--- config.mk ---
export PLATFORM = sky130hd
export DESIGN_NAME = arrhythmia_stats_readout
export DESIGN_NICKNAME = d
export VERILOG_FILES = /design/src/rtl/arrhythmia_stats_readout.sv
export SDC_FILE = /design/constraint.sdc
export NUM_CORES = 1
export LEC_CHECK = 0
export ABC_CLOCK_PERIOD_IN_PS = 3900
export CAP_MARGIN = 5
export CORE_MARGIN = 2
export CORE_UTILIZATION = 35
export CTS_CLUSTER_SIZE = 20
export DETAILED_ROUTE_END_ITERATION = 8
export PLACE_DENSITY_LB_ADDON = 0.25
export SYNTH_ARGS = -nofsm -noshare
export SYNTH_HDL_FRONTEND = slang
export SYNTH_SLANG_ARGS = --single-unit
--- constraint.sdc ---
create_clock -name clk -period 3.9 [get_ports clk]
set_clock_uncertainty 0.05 [all_clocks]
set_input_delay 1.17 -clock clk [delete_from_list [all_inputs] [get_ports clk]]
set_output_delay 1.17 -clock clk [all_outputs]
set_load 0.03 [all_outputs]
--- src/rtl/arrhythmia_stats_readout.sv ---
// rtl/arrhythmia_stats_readout.sv - snapshot + 14-byte framed readout of arrhythmia classifier statistics
// Captures total/tachy/normal/brady counters and the last beat interval atomically on start,
// then streams HDR, seq, counters (MSB first), 24-bit interval and an XOR checksum over a
// byte-wide valid/ready port. Optionally strobes clr_pulse to the classifier afterwards.
// Ports:
//   clk, rst_n                  clock, asynchronous active-low reset
//   start, clear_after          frame request and post-frame clear option (honoured in IDLE)
//   clear_req                   standalone clear request (honoured in IDLE)
//   total_beats .. brady_count  classifier counters, COUNT_W bits each
//   last_interval_ms            classifier last interval, MS_W bits
//   out_byte, out_valid         frame byte stream; out_ready accepts
//   busy                        high while sending or clearing
//   frame_done, clr_pulse       one-cycle completion and clear strobes
module arrhythmia_stats_readout #(
  parameter int          COUNT_W  = 16,
  parameter int          MS_W     = 20,
  parameter logic [7:0]  HDR_BYTE = 8'hA5
) (
  input  logic               clk,
  input  logic               rst_n,
  input  logic               start,
  input  logic               clear_after,
  input  logic               clear_req,
  input  logic [COUNT_W-1:0] total_beats,
  input  logic [COUNT_W-1:0] tachy_count,
  input  logic [COUNT_W-1:0] normal_count,
  input  logic [COUNT_W-1:0] brady_count,
  input  logic [MS_W-1:0]    last_interval_ms,
  output logic [7:0]         out_byte,
  output logic               out_valid,
  input  logic               out_ready,
  output logic               busy,
  output logic               frame_done,
  output logic               clr_pulse
);

  typedef enum logic [1:0] {IDLE, SEND, CLEAR} state_t;

  localparam logic [3:0] LAST_IDX = 4'd13;

  state_t      state, state_nxt;
  logic [3:0]  idx;
  logic [7:0]  seq;
  logic [7:0]  csum;
  logic        clr_flag;
  logic [15:0] snap_total, snap_tachy, snap_normal, snap_brady;
  logic [23:0] snap_ms;

  logic        accept;
  logic        xfer;
  logic        last_xfer;
  logic [3:0]  nidx;
  logic [7:0]  next_byte;

  assign accept    = (state == IDLE) && start;
  assign xfer      = (state == SEND) && out_valid && out_ready;
  assign last_xfer = xfer && (idx == LAST_IDX);
  assign nidx      = idx + 4'd1;

  always_ff @(posedge clk or negedge rst_n) begin
    if (!rst_n) state <= IDLE;
    else        state <= state_nxt;
  end

  always_comb begin
    state_nxt = state;
    case (state)
      IDLE: begin
        if (start)          state_nxt = SEND;
        else if (clear_req) state_nxt = CLEAR;
      end
      SEND: begin
        if (last_xfer) state_nxt = clr_flag ? CLEAR : IDLE;
      end
      CLEAR:   state_nxt = IDLE;
      default: state_nxt = IDLE;
    endcase
  end

  // out_byte is registered, so the byte for idx+1 is prepared from the snapshot
  // while idx is being transferred. The checksum byte folds in the byte now leaving.
  always_comb begin
    next_byte = HDR_BYTE;
    case (nidx)
      4'd1:    next_byte = seq;
      4'd2:    next_byte = snap_total[15:8];
      4'd3:    next_byte = snap_total[7:0];
      4'd4:    next_byte = snap_tachy[15:8];
      4'd5:    next_byte = snap_tachy[7:0];
      4'd6:    next_byte = snap_normal[15:8];
      4'd7:    next_byte = snap_normal[7:0];
      4'd8:    next_byte = snap_brady[15:8];
      4'd9:    next_byte = snap_brady[7:0];
      4'd10:   next_byte = snap_ms[23:16];
      4'd11:   next_byte = snap_ms[15:8];
      4'd12:   next_byte = snap_ms[7:0];
      4'd13:   next_byte = csum ^ out_byte;
      default: next_byte = HDR_BYTE;
    endcase
  end

  always_ff @(posedge clk or negedge rst_n) begin
    if (!rst_n) begin
      idx         <= 4'd0;
      seq         <= 8'd0;
      csum        <= 8'd0;
      clr_flag    <= 1'b0;
      snap_total  <= 16'd0;
      snap_tachy  <= 16'd0;
      snap_normal <= 16'd0;
      snap_brady  <= 16'd0;
      snap_ms     <= 24'd0;
      out_byte    <= 8'd0;
      out_valid   <= 1'b0;
      busy        <= 1'b0;
      frame_done  <= 1'b0;
      clr_pulse   <= 1'b0;
    end else begin
      frame_done <= last_xfer;
      clr_pulse  <= (state == CLEAR);
      busy       <= (state_nxt != IDLE);
      if (accept) begin
        snap_total  <= 16'(total_beats);
        snap_tachy  <= 16'(tachy_count);
        snap_normal <= 16'(normal_count);
        snap_brady  <= 16'(brady_count);
        snap_ms     <= 24'(last_interval_ms);
        clr_flag    <= clear_after | clear_req;
        idx         <= 4'd0;
        csum        <= 8'd0;
        out_byte    <= HDR_BYTE;
        out_valid   <= 1'b1;
      end else if (xfer) begin
        if (last_xfer) begin
          idx       <= 4'd0;
          seq       <= seq + 8'd1;
          out_valid <= 1'b0;
          out_byte  <= 8'd0;
        end else begin
          idx      <= nidx;
          csum     <= csum ^ out_byte;
          out_byte <= next_byte;
        end
      end
    end
  end

endmodule

== Word level (Yosys, flattened, before mapping) ==
Cells that the tools add are included.
Storage, ports and cells
  bits in latches: 0
  input port bits: 90
  memory bits (writable): 0
  logic and storage cells: 66
  bits in registers: 119
  memories kept: 0
  memory bits (read-only): 0
Cells by class
  $add $sub $neg: 2
  order comparisons: 0
  div/mod/pow operators: 0
  reductions and logical operators: 11
  equal/unequal tests: 17
  shift-type cells: 0
  muxes and demuxes: 18
  bitwise operators: 3
  multiply operators: 0
Operator list (count)
  $pmux 8 s13: 1
  $mux 8: 6
  $eq 4x4->1 const B: 7
  $eq 4x3->1 const B: 4
  $mux 4: 3
  $add 8x1->8 const B: 1
  $eq 4x2->1 const B: 2
  $mux 2: 4
  $xor 8x8->8: 1
  $reduce_bool 2->1: 3
  $add 4x1->4 const B: 1
  $eq 4x1->1 const B: 1
  $logic_and 1x1->1: 4
  $pmux 2 s2: 1
  $reduce_and 2->1: 2
  $mux 1: 3
  $reduce_and 3->1: 1
  $eq 2x1->1 const B: 1
  $eq 2x2->1 const B: 1
  $logic_not 2->1: 1
  $ne 2x2->1 const B: 1
  $not 1->1: 1
  $or 1x1->1: 1

== Longest topological paths before layout ==
  word-level depth: 7
  depth in mapped cells: 10
  mapped depth without buffers: 8

== Worst setup path before layout ==
OpenSTA, ideal clock, no wires.
  kind: input port to flip-flop
  start: input start
  end: register out_byte[3]
  data required time: 3.724 ns
  slack: 1.344 ns
  library setup time: 0.126 ns
  data arrival time: 2.380 ns
  stages on the path: 7
  path through: nor3b_1 > clkbuf_1 > nor2_1 > and2_1 > a21oi_1 > nand4_1 > o32a_1
On the way
  cells in the longest elaborated chain, start to end: 2
  elaborated cells on any way between the ends: 3
  those cells by class: mux (1); reduce/logical (2)
RTL lines
  start, declared: RTL line 21  | input logic start,
  $logic_and 1x1->1 (*): RTL line 55  | assign accept = (state == IDLE) && start;
  $mux 8 or $reduce_bool 2->1 (tied branches)
  end signal, assigned: RTL line 142  | out_byte <= next_byte;
  end, declared: RTL line 29  | output logic [7:0] out_byte,
Every way passes the cells marked *; elsewhere a longest branch is shown, timed or not.
A chain may end at the register's enable or synchronous reset.

== Worst setup path after layout ==
  start: register idx[0]
  end: register out_byte[2]
On the way
  cells in the longest elaborated chain, start to end: 6
  elaborated cells on any way between the ends: 20
  those cells by class: add/sub (1); eq/ne (14); mux (4); reduce/logical (1)
RTL lines
  start, declared: RTL line 42  | logic [3:0] idx;
  start signal, assigned: RTL line 140  | idx <= nidx;
  $add 4x1->4: RTL line 58  | assign nidx = idx + 4'd1;
  $eq 4x4->1 (tied with other cells): RTL line 84  | case (nidx)
  $pmux 8 s13: RTL line 84
  $mux 8 (*): RTL line 134  | if (last_xfer) begin
  $mux 8 (*): RTL line 133  | end else if (xfer) begin
  $mux 8 (*): RTL line 122  | if (accept) begin
Every way passes the cells marked *; elsewhere a longest branch is shown, timed or not. The select of a mux whose other input is x is not followed.

==> impl_metrics.json <==
{
  "yosys.area_share.simple": 0.1139,
  "synth.mux.area_fraction": 0.1606,
  "pwr-share-seq": 0.371,
  "crit_path_max_incr_delay_ns": 0.56,
  "syn-num-nets": 650,
  "rows": 48,
  "cts.htree.levels": 4,
  "syn_inst": 554,
  "top_usage_layer": "met2",
  "cts_tree": "done",
  "tightest_slew_ns": 1.199,
  "hpwl_mm": 13.92,
  "min_period_over_period": 0.8150,
  "ys_ff_latch": 119,
  "synth-edff-count": 0,
  "grtUsageMet3": 0.05238,
  "dominantRegCellSynth": "dfrtp_1",
  "clkTransAtPathRegs_ns": 0.05,
  "switching_share": 0.3691,
  "worstPathArrival_ns": 3.40,
  "max-slew-margin-rel": 0.1947,
  "first_global_vias": 5146,
  "critPathLaunch": "idx[0]",
  "status": "finished clean",
  "total_power_mw": 6.283,
  "synth_compound_area_frac": 0.1660,
  "layout_common_cells": "dfrtp_1, clkdlybuf4s50_1, mux2_2",
  "drc": 0,
  "drtIter0Drc": 489,
  "start_util": 0.3550,
  "n_antenna_cell": 0,
  "p_sw_mw": 2.319,
  "grt_util_met2": 0.3356,
  "clockBufferDepth": 2,
  "dieWidth_um": 135.8,
  "rrSetupSlack_ns": 0.72,
  "netlist_area_um2": 6076,
  "crit_slowest_cell": "dfrtp_1",
  "fmaxAchievable_mhz": 314.6,
  "cts-root-buf": "clkbuf_16",
  "ctsResizeCount": 0,
  "use_met1": 0.2782,
  "ios": 102,
  "r2r_start": "idx[0]",
  "rsz0062_at_grt": "no",
  "io_buffer_count": 101,
  "area_delta_synth_final_pct": 30.97,
  "clk_latency_ns": 0.42,
  "p_int_mw": 3.964,
  "die_area_um2": 18430,
  "min_period_ns": 3.178,
  "grt_use_total": 0.2126,
  "async_flop_share": 1.000,
  "synth_top_family_by_area": "compound AO/OA/AOI/OAI gates",
  "ant_nets": 0,
  "grt_pass1_wl_mm": 29.15,
  "hold_class": "register to register",
  "cap_violations": 0,
  "dr.pass1.iters": 5,
  "r2r_cells": 7,
  "die-height_um": 135.8,
  "end_kind": "register",
  "cp_cell_sequence": "ha_1 > nand2b_1 > o21a_1 > o21ai_2 > a32o_1 > a2111oi_2 > a31oi_1",
  "final_common_cell": "dfrtp_1",
  "cts_hold_buf": 0,
  "cts_setup_buffers": 0,
  "yosys.area_share.adder": 0.01236,
  "setup-violations-final": 0,
  "leakagePower_nw": 3.175,
  "tns_ns": 0,
  "hold_violations": 0,
  "start_kind": "register",
  "pwr-share-clk": 0.264,
  "drt-wirelength-per-cell_um": 21.01,
  "drive_gt1_frac": 0.2102,
  "viasPerCell": 5.712,
  "power_frac_comb": 0.365,
  "nets": 750,
  "slew_viol_final": 0,
  "avgSynthCellArea_um2": 10.97,
  "critPathKind": "register to register",
  "cts.sinks": 119,
  "ys_seq_area_frac": 0.4901,
  "critPathRequiredTime_ns": 4.13,
  "critPathCapture": "out_byte[2]",
  "worst_r2r_endpoint": "out_byte[2]",
  "grt_max_degree": 69,
  "ys_types": 58,
  "synth_xor_area_frac": 0.02615,
  "fin_util": 0.4649,
  "peakVddDrop_uv": 350.7,
  "path_max_fanout": 15,
  "cts_buffers": 17,
  "yosys_warnings": 0,
  "wirelength_mm": 18.72,
  "antenna_found_initial": 0,
  "gp_congestion": 0.9417,
  "coreArea_um2": 17120,
  "gr-total-overflow": 0,
  "num_vias": 5089,
  "power_density_nw_per_um2": 789.5
}
kinds of logic after synthesis:
logic type | after synthesis
flip-flops | 119
buffers and inverters | 41
adder cells (fa/ha/maj) | 6
AND/OR/NAND/NOR | 142
AO/OA/AOI/OAI | 143
XOR/XNOR | 16
multiplexers | 87
cell usage after synthesis, drive strengths merged, types with 3 or more instances:
| library cell | count | area [µm²] |
|---|---|---|
| nor2b | 5 | 31.28 |
| o22ai | 10 | 62.56 |
| o21ai | 43 | 219.0 |
| nand4 | 11 | 68.82 |
| clkbuf | 19 | 71.32 |
| or3 | 3 | 23.77 |
| nor3 | 4 | 20.02 |
| dfrtp | 119 | 2978 |
| a222oi | 3 | 30.03 |
| mux2i | 3 | 30.03 |
| nand3 | 18 | 90.09 |
| a31oi | 8 | 65.06 |
| a22oi | 24 | 180.2 |
| xor2 | 8 | 70.07 |
| o221ai | 3 | 26.28 |
| a32o | 5 | 50.05 |
| a21oi | 11 | 55.05 |
| and2 | 8 | 52.55 |
| or2 | 5 | 31.28 |
| a311oi | 4 | 35.03 |
| inv | 8 | 30.03 |
| nor2 | 28 | 107.6 |
| a32oi | 11 | 96.34 |
| a22o | 4 | 35.03 |
| ha | 6 | 75.07 |
| buf | 14 | 86.33 |
| mux2 | 84 | 945.9 |
| nand2b | 3 | 18.77 |
| xnor2 | 8 | 88.84 |
| nand2 | 49 | 183.9 |
layout make-up:
| class | count | area [µm²] |
|---|---|---|
| Timing Repair Buffer | 114 | 1131 |
| Clock inverter | 9 | 147.6 |
| Inverter | 8 | 30.03 |
| Multi-Input combinational cell | 394 | 2915 |
| Sequential cell | 119 | 2978 |
| Clock buffer | 22 | 474.2 |
| Tap cell | 225 | 281.5 |
| Fill cell | 1542 | 9159 |
per-stage QoR:
stage / setup WS [ns] / area [µm²] / hold slack [ns] / instances
after floorplan: 1.344 / 6076 / 0.3916 / 554
after global placement: 0.6823 / 7336 / 0.4377 / 860
after detailed placement: 0.6042 / 7336 / 0.4392 / 860
after CTS: 0.8486 / 7958 / 0.4519 / 891
after global routing: 0.5822 / 7958 / 0.4753 / 891
final: 0.7215 / 7958 / 0.4451 / 891
metal layers:
metal  share of wire  wire [µm]
met1            0.42       7924
met2            0.48       8933
met3           0.066       1244
met4           0.033        614
met5               0          0
state kept, by name (all words and copies together) (netlist names), 2 cells and up:
register	count
seq	8
state	2
snap_normal	16
idx	4
snap_tachy	16
out_byte	8
snap_brady	16
snap_total	16
snap_ms	20
csum	8
power groups by stage:
stage / logic [mW] / registers (mW) / clock network (mW)
floorplan: 1.53 / 2.17 / 0
global placement: 2.22 / 2.31 / 0
detailed placement: 2.27 / 2.34 / 0
CTS: 2.28 / 2.32 / 1.68
global route: 2.47 / 2.40 / 1.74
finish: 2.30 / 2.33 / 1.66
worst min-delay path by stage:
stage | slack [ns] | depth (start not counted) | to | from
global placement | 0.44 | 1 | csum[2] | csum[2]
global route | 0.48 | 1 | snap_tachy[2] | snap_tachy[2]
finish | 0.45 | 2 | state[1] | clr_flag
floorplan | 0.39 | 1 | seq[7] | seq[7]
detailed placement | 0.44 | 2 | state[1] | clr_flag
CTS | 0.45 | 2 | state[1] | clr_flag
critical path: cells and delay by family (launching register included):
family	cells	cell delay [ns]
adder cells (fa/ha/maj)	1	0.54
flip-flops	1	0.56
AO/OA/AOI/OAI	5	1.66
AND/OR/NAND/NOR	1	0.22
No activity file was read; power rests on OpenSTA's default activity.
==> edit: new RTL, same settings <==
`COUNT_W`: 16 -> 14.
--- a/src/rtl/arrhythmia_stats_readout.sv
+++ b/src/rtl/arrhythmia_stats_readout.sv
@@ -12,7 +12,7 @@
 //   busy                        high while sending or clearing
 //   frame_done, clr_pulse       one-cycle completion and clear strobes
 module arrhythmia_stats_readout #(
-  parameter int          COUNT_W  = 16,
+  parameter int          COUNT_W  = 14,
   parameter int          MS_W     = 20,
   parameter logic [7:0]  HDR_BYTE = 8'hA5
 ) (
Interface: changed (resized brady_count, normal_count, tachy_count and total_beats); port bits go from 102 to 94. The function was not compared with the original's and may differ.
==> edit against the unedited design <==
Global-route usage is 0.36 points higher; synthesized area is 1.7% higher; cell count is 0.90% lower; fmax is 2.4% lower; first-iteration DRC count is 20% higher; clock power is 43% lower; total power is 14% lower; design area is 4.8% lower; sequential cell count is 8 lower; critical path depth is 2 higher; setup slack worse by 0.077 ns; routed wire length is 5.1% higher; critical endpoint unchanged; highest routed layer unchanged.
==> edit: results (changes against the unedited design) <==
** Run status
- Run status: completed (unchanged).

** Yosys
- Post-synthesis xor/xnor area fraction :: 2.39% (was 2.62%)
- Average cell area after synthesis :: 10.7 µm² (was 11.0 µm²)
- The number of nets produced by synthesis is 663 (was 650).
- The share of the yosys chip area belonging to registers is 45.0% (was 49.0%).
- The arithmetic-cell share of the synthesized area counting full adders, half adders and majority gates was 1.22% (was 1.24%).
- The count of cell types in the netlist is 69 (was 58).
- Area contributors post-synth: dfrtp_1, mux2_2, o21ai_0 (unchanged).
- Share of the synthesized area in compound gates (AO/OA/AOI/OAI) :: 17.3% (was 16.6%)

** Global routing
- Wire length of the first global-routing pass :: 29900 µm (was 29100 µm)
- Maximum number of pins on one net before global-route repair :: 62 (was 69)
- The number of global-route vias before repair was 5076 (was 5146).

** Place
- Post-detail-place hpwl :: 14700 µm (was 13900 µm)
- The number of cells in the design after placement came to 867 (was 860).
- I/O Buffers :: 93 (was 101)
- Post-placement worst setup slack :: 0.617 ns (was 0.604 ns)
- Instance area at placement :: 0.00727 mm² (was 0.00734 mm²)
- The weighted congestion reported at the end of routability-driven placement was 0.947 (was 0.942).

** Setup path
- The maximum fanout along the worst path is 13 (was 15).
- The biggest cell delay along the critical path is 0.62 ns (was 0.56 ns).
- Worst path arrival time :: 3.42 ns (was 3.40 ns)

** Clock tree
- Clock H-tree levels :: 3 (was 4)
- Clock-pin slew of the registers on the worst-case setup and hold paths :: 0.07 ns (was 0.05 ns)
- The total CTS buffers is 9 (was 17).

** Power and ir drop
- The leakage power summed over all cells came to 2.90 nW (was 3.17 nW).
- The worst supply voltage drop on vdd came to 0.268 mV (was 0.351 mV).
- Power Internal :: 3.20 mW (was 3.96 mW)

** Finish
- The post-layout net count came to 741 (was 750).
- The layout cell share with drive strength beyond 1 is 20.8% (was 21.0%).

** Route
- DRC marker count from the first detailed-route iteration :: 589 (was 489)
- The average wire per cell in the routed design came to 22.3 µm (was 21.0 µm).
- Detail-routed via count per cell :: 5.83 (was 5.71)

** Timing
- Worst Max-Slew Pin Slew :: 0.879 ns (was 1.20 ns)
## edit: cell types whose count changed in the layout (fill, tap and decap cells not counted), sizes merged, moves of 8 or more
| cell | delta |
|---|---|
| nand3 | +8 |
| clkdlybuf4s50 | -8 |
| a22oi | -10 |
| clkbuf | -12 |
| o22ai | -8 |
| dfrtp | -8 |
## edit: layout make-up
type	instances	area (µm²)
Timing Repair Buffer	105	1030
Fill cell	1656	9720
Clock buffer	10	239
Multi-Input combinational cell	419	3150
Tap cell	225	282
Sequential cell	111	2780
Inverter	7	26.3
Clock inverter	6	70.1
## edit: cell families after synthesis
group           after synthesis
buf+inv                      45
xor+xnor                     16
mux                          95
simple gates                160
flops                       111
compound gates              142
fa+ha+maj                     6
## edit: power by group through the flow
| stage | registers (mW) | clock network, mW | logic [mW] |
|---|---|---|---|
| 2_1_floorplan | 2.04 | 0 | 1.55 |
| 3_3_place_gp | 2.25 | 0 | 2.11 |
| 3_5_place_dp | 2.27 | 0 | 2.16 |
| 4_1_cts | 2.25 | 0.978 | 2.17 |
| 5_1_grt | 2.32 | 1.02 | 2.36 |
| 6_report | 2.27 | 0.949 | 2.20 |
## edit: worst paths after layout
kind	from	end	slack, ns	cells past startpoint
max in group asynchronous	rst_n	csum[4]$_DFFE_PN0P_	2.24	2
worst max register to register	idx[0]$_DFFE_PN0P_	out_byte[2]$_DFFE_PN0P_	0.64	9
worst min-delay path	clr_flag$_DFFE_PN0P_	state[1]$_DFF_PN0_	0.45	2
min in group asynchronous	rst_n	snap_ms[9]$_DFFE_PN0P_	0.82	1
worst min register to register	clr_flag$_DFFE_PN0P_	state[1]$_DFF_PN0_	0.45	2
worst max-delay path	idx[0]$_DFFE_PN0P_	out_byte[2]$_DFFE_PN0P_	0.64	9
## edit: worst max-delay path: cells and delay by family (launching register included)
family	cells	cell delay [ns]
DFF	1	0.62
and+or+nand+nor	2	0.76
buffers and inverters	2	0.47
adders and majority gates	1	0.45
AOI/OAI and AO/OA	4	0.75
## edit: metal layers
metal	track usage, %	share of wire (%)
met4	7.79	2.6
met5	0	0
met2	33.8	47
met3	3.19	6.8
met1	30.5	43
## edit: stage by stage
| stage | util, % | hold slack, ns | power (mW) |
|---|---|---|---|
| finish | 43.8 | 0.454 | 5.41 |
| detailed placement | 42.0 | 0.442 | 4.43 |
| global placement | 42.0 | 0.430 | 4.36 |
| CTS | 43.8 | 0.459 | 5.40 |
| global route | 43.8 | 0.476 | 5.70 |
| floorplan | - | 0.392 | 3.59 |
